File: src/rtl/mem_arbiter_pkg.sv
// Shared types for the unified-memory arbiter: memory address/data types,
// FSM state encoding and grant encoding.
package mem_arbiter_pkg;

  localparam int unsigned MEM_ADDR_WIDTH = 8;
  localparam int unsigned MEM_DATA_WIDTH = 8;

  typedef logic [MEM_ADDR_WIDTH-1:0] memory_address_t;
  typedef logic [MEM_DATA_WIDTH-1:0] memory_data_t;

  typedef enum logic [1:0] {
    IDLE,
    ISSUE,
    RD_WAIT,
    RESP
  } mem_arb_state_t;

  typedef enum logic {
    GRANT_FETCH,
    GRANT_DATA
  } mem_arb_grant_t;

endpackage

File: src/rtl/mem_arb_select.sv
// Two-way combinational arbiter between instruction fetch and data port.
// Optional feature macro: MEM_ARB_ROUND_ROBIN_EN (round-robin on ties,
// otherwise fixed priority data over fetch).
module mem_arb_select
  import mem_arbiter_pkg::*;
(
  input  logic           if_req,
  input  logic           dm_req,
  input  mem_arb_grant_t last,
  output mem_arb_grant_t grant
);

  // Pick the winner; with no request the result simply echoes the pointer.
  always_comb begin
    grant = last;
    if (if_req && dm_req) begin
`ifdef MEM_ARB_ROUND_ROBIN_EN
      grant = (last == GRANT_DATA) ? GRANT_FETCH : GRANT_DATA;
`else
      grant = GRANT_DATA;
`endif
    end else if (dm_req) begin
      grant = GRANT_DATA;
    end else if (if_req) begin
      grant = GRANT_FETCH;
    end
  end

endmodule

File: src/rtl/mem_arbiter.sv
// Shares one single-ported memory between the CPU fetch port (read-only)
// and the CPU data port (read/write); one transaction in flight at a time.
// Optional feature macro: MEM_ARB_ROUND_ROBIN_EN (round-robin arbitration
// with a 1-bit last-grant pointer).
module mem_arbiter
  import mem_arbiter_pkg::*;
#(
  parameter int unsigned ADDR_WIDTH = MEM_ADDR_WIDTH,
  parameter int unsigned DATA_WIDTH = MEM_DATA_WIDTH
) (
  input  logic                  i_clk,
  input  logic                  i_rst,
  input  logic                  i_if_req,
  input  logic [ADDR_WIDTH-1:0] i_if_addr,
  output logic                  o_if_rsp_valid,
  output logic [DATA_WIDTH-1:0] o_if_rsp_data,
  input  logic                  i_dm_req,
  input  logic                  i_dm_we,
  input  logic [ADDR_WIDTH-1:0] i_dm_addr,
  input  logic [DATA_WIDTH-1:0] i_dm_wr_data,
  output logic                  o_dm_rsp_valid,
  output logic [DATA_WIDTH-1:0] o_dm_rsp_data,
  output logic                  o_mem_req,
  output logic                  o_mem_we,
  output logic [ADDR_WIDTH-1:0] o_mem_addr,
  output logic [DATA_WIDTH-1:0] o_mem_wr_data,
  input  logic                  i_mem_ready,
  input  logic                  i_mem_rd_valid,
  input  logic [DATA_WIDTH-1:0] i_mem_rd_data
);

  mem_arb_state_t state;
  mem_arb_grant_t grant;
  mem_arb_grant_t last;
  mem_arb_grant_t pick;
  logic           any_req;
  logic           rd_capture;
  logic           finish;

  assign any_req = i_if_req | i_dm_req;

`ifndef MEM_ARB_ROUND_ROBIN_EN
  assign last = GRANT_FETCH;
`endif

  mem_arb_select u_select (
    .if_req (i_if_req),
    .dm_req (i_dm_req),
    .last   (last),
    .grant  (pick)
  );

  // Completion conditions: read data captured, or write accepted downstream.
  // o_mem_we is the registered transaction direction.
  always_comb begin
    rd_capture = 1'b0;
    finish     = 1'b0;
    if (state == ISSUE && i_mem_ready) begin
      rd_capture = !o_mem_we && i_mem_rd_valid;
      finish     = o_mem_we || i_mem_rd_valid;
    end else if (state == RD_WAIT && i_mem_rd_valid) begin
      rd_capture = 1'b1;
      finish     = 1'b1;
    end
  end

  // Transaction FSM with registered downstream request and response outputs.
  always_ff @(posedge i_clk or posedge i_rst) begin
    if (i_rst) begin
      state          <= IDLE;
      grant          <= GRANT_FETCH;
`ifdef MEM_ARB_ROUND_ROBIN_EN
      last           <= GRANT_FETCH;
`endif
      o_mem_req      <= 1'b0;
      o_mem_we       <= 1'b0;
      o_mem_addr     <= '0;
      o_mem_wr_data  <= '0;
      o_if_rsp_valid <= 1'b0;
      o_if_rsp_data  <= '0;
      o_dm_rsp_valid <= 1'b0;
      o_dm_rsp_data  <= '0;
    end else begin
      case (state)
        IDLE: begin
          if (any_req) begin
            grant     <= pick;
`ifdef MEM_ARB_ROUND_ROBIN_EN
            last      <= pick;
`endif
            o_mem_req <= 1'b1;
            if (pick == GRANT_DATA) begin
              o_mem_we      <= i_dm_we;
              o_mem_addr    <= i_dm_addr;
              o_mem_wr_data <= i_dm_wr_data;
            end else begin
              o_mem_we      <= 1'b0;
              o_mem_addr    <= i_if_addr;
              o_mem_wr_data <= '0;
            end
            state <= ISSUE;
          end
        end
        ISSUE: begin
          if (i_mem_ready) begin
            o_mem_req <= 1'b0;
            state     <= finish ? RESP : RD_WAIT;
          end
        end
        RD_WAIT: begin
          if (i_mem_rd_valid) begin
            state <= RESP;
          end
        end
        RESP: begin
          o_if_rsp_valid <= 1'b0;
          o_dm_rsp_valid <= 1'b0;
          state          <= IDLE;
        end
        default: state <= IDLE;
      endcase

      // Response pulse and data capture, routed to the granted requester.
      if (finish) begin
        if (grant == GRANT_DATA) begin
          o_dm_rsp_valid <= 1'b1;
          if (rd_capture) o_dm_rsp_data <= i_mem_rd_data;
        end else begin
          o_if_rsp_valid <= 1'b1;
          if (rd_capture) o_if_rsp_data <= i_mem_rd_data;
        end
      end
    end
  end

endmodule

File: config.mk
export PLATFORM = sky130hd
export DESIGN_NAME = mem_arbiter
export DESIGN_NICKNAME = d
export VERILOG_FILES = /design/src/rtl/mem_arbiter_pkg.sv /design/src/rtl/mem_arb_select.sv /design/src/rtl/mem_arbiter.sv
export SDC_FILE = /design/constraint.sdc
export NUM_CORES = 1
export LEC_CHECK = 0
export ABC_CLOCK_PERIOD_IN_PS = 2300
export CAP_MARGIN = 30
export CORE_ASPECT_RATIO = 0.5
export CORE_MARGIN = 3
export CORE_UTILIZATION = 41
export CTS_BUF_LIST = sky130_fd_sc_hd__clkbuf_16
export DETAILED_ROUTE_END_ITERATION = 8
export PLACE_DENSITY_LB_ADDON = 0.08
export SLEW_MARGIN = 20
export SYNTH_ARGS = -nofsm -noshare
export SYNTH_HDL_FRONTEND = slang
export SYNTH_SLANG_ARGS = --single-unit
File: constraint.sdc
create_clock -name i_clk -period 2.3 [get_ports i_clk]
set_clock_uncertainty 0.05 [all_clocks]
set_input_delay 0.46 -clock i_clk [delete_from_list [all_inputs] [get_ports i_clk]]
set_output_delay 0.46 -clock i_clk [all_outputs]
set_load 0.02 [all_outputs]
==> reports/metrics.yaml <==
htree_levels: 2
die_h_um: 51.56
initial_core_util_pct: 46.02
slowest_stage: "dfrtp_1"
vias: 1363
drt-pass1-iter-count: 4
grt_pass1_vias: 1295
port_buffers: 74
setup_tns_ps: 0
n_antenna_cell: 0
nets: 273
leakage_nw: 1.228
maxCapViolCount: 0
status: "complete, no violations"
fin_crit_sh_pct: 82.76
vdd_ir_drop_max_v: 0.0006814
grt_start_max_net_pins: 40
synth_top_area_cell: "dfrtp_1"
cp_max_fo: 8
synthTopCellsByArea: "dfrtp_1, mux2_2, nand2_1, mux2i_1, ha_1"
avgSynthCellArea_um2: 11.58
postCtsHoldBufs: 0
cts_buffers: 5
final_core_util_pct: 73.27
area_growth_pct: 59.19
ys_ff_latch: 39
grtUsageTotal_pct: 16.07
ant_nets: 0
end_kind: "register"
fin_crit_ps: 1904
pin_count: 75
die_x_um: 97.11
whs_ps: 425.2
slew_headroom_pct: 67.51
crit_required_ps: 2410
drtIter0Drc: 31
cts_tree: "done"
power_density_nw_per_um2: 1417
clock-sinks: 39
cts_resized: 0
yosysWarnings: 0
syn_area_um2: 1702
ys_seq_area_share_pct: 57.35
hold_depth: 2
drc: 0
gp_congestion: 0.8475
die_area_um2: 5006
synth_nets: 190
rsz0062_at_grt: "false"
layout-drive-gt1-share_pct: 16.45
wl_mm: 3.804
grt-ovfl-total: 0
finalHoldViolations: 0
ff2ff_setup_slack_ps: 400
critPathLaunchType: "register"
synth_cells: 147
via_per_inst: 4.833
hold_end: "o_mem_wr_data[5]"
yosys.area.top_type_share_pct: 57.35
antenna_found_initial: 0
post_cts_buffers: 0
r2r-start: "state[1]"
dp_hpwl_mm: 2.792
max_stage_delay_ps: 400
clock-root-buffer: "clkbuf_16"
clk_latency_ps: 280
path_cells: "inv_1, ha_1, and3_2, nor4b_4, buf_4, mux2_2"
worst_pin_slew_ps: 487.4
synth.distinct_cells: 26
fmax_ghz: 0.5253
setup_viol: 0
fp.coreArea_um2: 3697
report.final.slew_viol_count: 0
wl_per_cell_um: 13.49
rows: 15
clk_pin_slew_ps: 60
clk_path_buf_depth: 2
arrival_ps: 2020
hold_start: "o_mem_wr_data[5]"
worstSetupPathType: "register to register"
reg2regPathDepth: 6
r2r_end: "o_if_rsp_data[1]"
hp-class: "register to register"
grt_pass1_wl_mm: 6.334
==> layout by cell type, fill, tap and decap left out, drive strengths merged, types with 2 or more instances in the layout <==
master,netlist,routed
clkdlybuf4s50,0,74
dfrtp,39,39
nand2,32,32
mux2,17,17
o21ai,10,10
nand3,9,9
mux2i,8,8
buf,3,7
inv,6,6
clkbuf,2,5
ha,4,4
o22ai,2,2
nand2b,2,2
a21oi,2,2
and3,2,2
clkinv,0,2
==> state kept, by name (all words and copies together), names as in the netlist, 2 cells and up <==
register / flops
o_mem_wr_data: 8
o_mem_addr: 8
o_dm_rsp_data: 8
state: 2
o_if_rsp_data: 8
==> cell type report <==
| class | instances | area, um2 |
|---|---|---|
| Clock buffer | 5 | 125.1 |
| Clock inverter | 3 | 43.79 |
| Fill cell | 269 | 988.4 |
| Inverter | 6 | 22.52 |
| Multi-Input combinational cell | 97 | 684.4 |
| Sequential cell | 39 | 975.9 |
| Tap cell | 51 | 63.81 |
| Timing Repair Buffer | 81 | 793.3 |
==> worst max-delay path: cells and delay by family (launching register included) <==
family,cells,cell delay [ps]
and+or+nand+nor,2,440
DFF,1,400
muxes,1,350
buffers and inverters,2,290
adders and majority gates,1,270
==> synth_stat cells <==
master and n:
a21o_1 1, a21oi_1 1, a21oi_2 1, a22o_2 1, and3_1 1, and3_2 1
buf_2 3, clkbuf_1 2, dfrtp_1 39, ha_1 4, inv_1 6, mux2_2 17
mux2i_1 8, nand2_1 32, nand2b_1 2, nand3_1 9, nor2b_1 1, nor3_2 1
nor4b_4 1, o2111ai_1 1, o21ai_0 9, o21ai_1 1, o221ai_1 1, o22ai_1 2
or2b_1 1, or3b_1 1
==> logic make-up (layout without fill, tap and decap cells) <==
| kind of cell | after synthesis | in the layout | synth area share (%) |
|---|---|---|---|
| adders and majority gates | 4 | 4 | 2.941 |
| muxes | 25 | 25 | 15.96 |
| and+or+nand+nor | 50 | 50 | 14.56 |
| DFF | 39 | 39 | 57.35 |
| buffers and inverters | 11 | 95 | 2.647 |
| AOI/OAI and AO/OA | 18 | 18 | 6.544 |
==> metal layers <==
layer	routed length, um	track usage (%)	vias to the layer above
li1	-	-	668
met1	1640	19.64	642
met2	1806	26.14	51
met3	343	7.095	2
met4	14	4.895	0
met5	0	0	-
==> worst max-delay path by stage <==
stage                     start                to  cells past startpoint  slack [ps]
floorplan              state[1]  o_dm_rsp_data[0]                      5         460
finish                 state[1]  o_if_rsp_data[1]                      6         400
global placement    i_mem_ready  o_if_rsp_data[1]                      5         210
detailed placement  i_mem_ready  o_if_rsp_data[3]                      5         180
CTS                    state[1]  o_if_rsp_data[1]                      6         380
global route           state[1]  o_if_rsp_data[1]                      6         270
==> per-stage QoR <==
stage	cells	instance area [um2]	worst slack, ps	power (W)
after floorplan	147	1702	462.6	0.002218
after global placement	274	2540	210.3	0.003038
after detailed placement	274	2540	184.3	0.003087
after CTS	282	2709	379.1	0.003887
after global routing	282	2709	273.4	0.004086
final	282	2709	396.5	0.003837
==> power by group <==
| group | switching [W] | internal, W |
|---|---|---|
| Sequential | 0.000199 | 0.00102 |
| Combinational | 0.000893 | 0.000945 |
| Clock | 0.000268 | 0.000511 |
| Total | 0.00136 | 0.00248 |
Note: power is estimated with default switching activity, not from simulation.
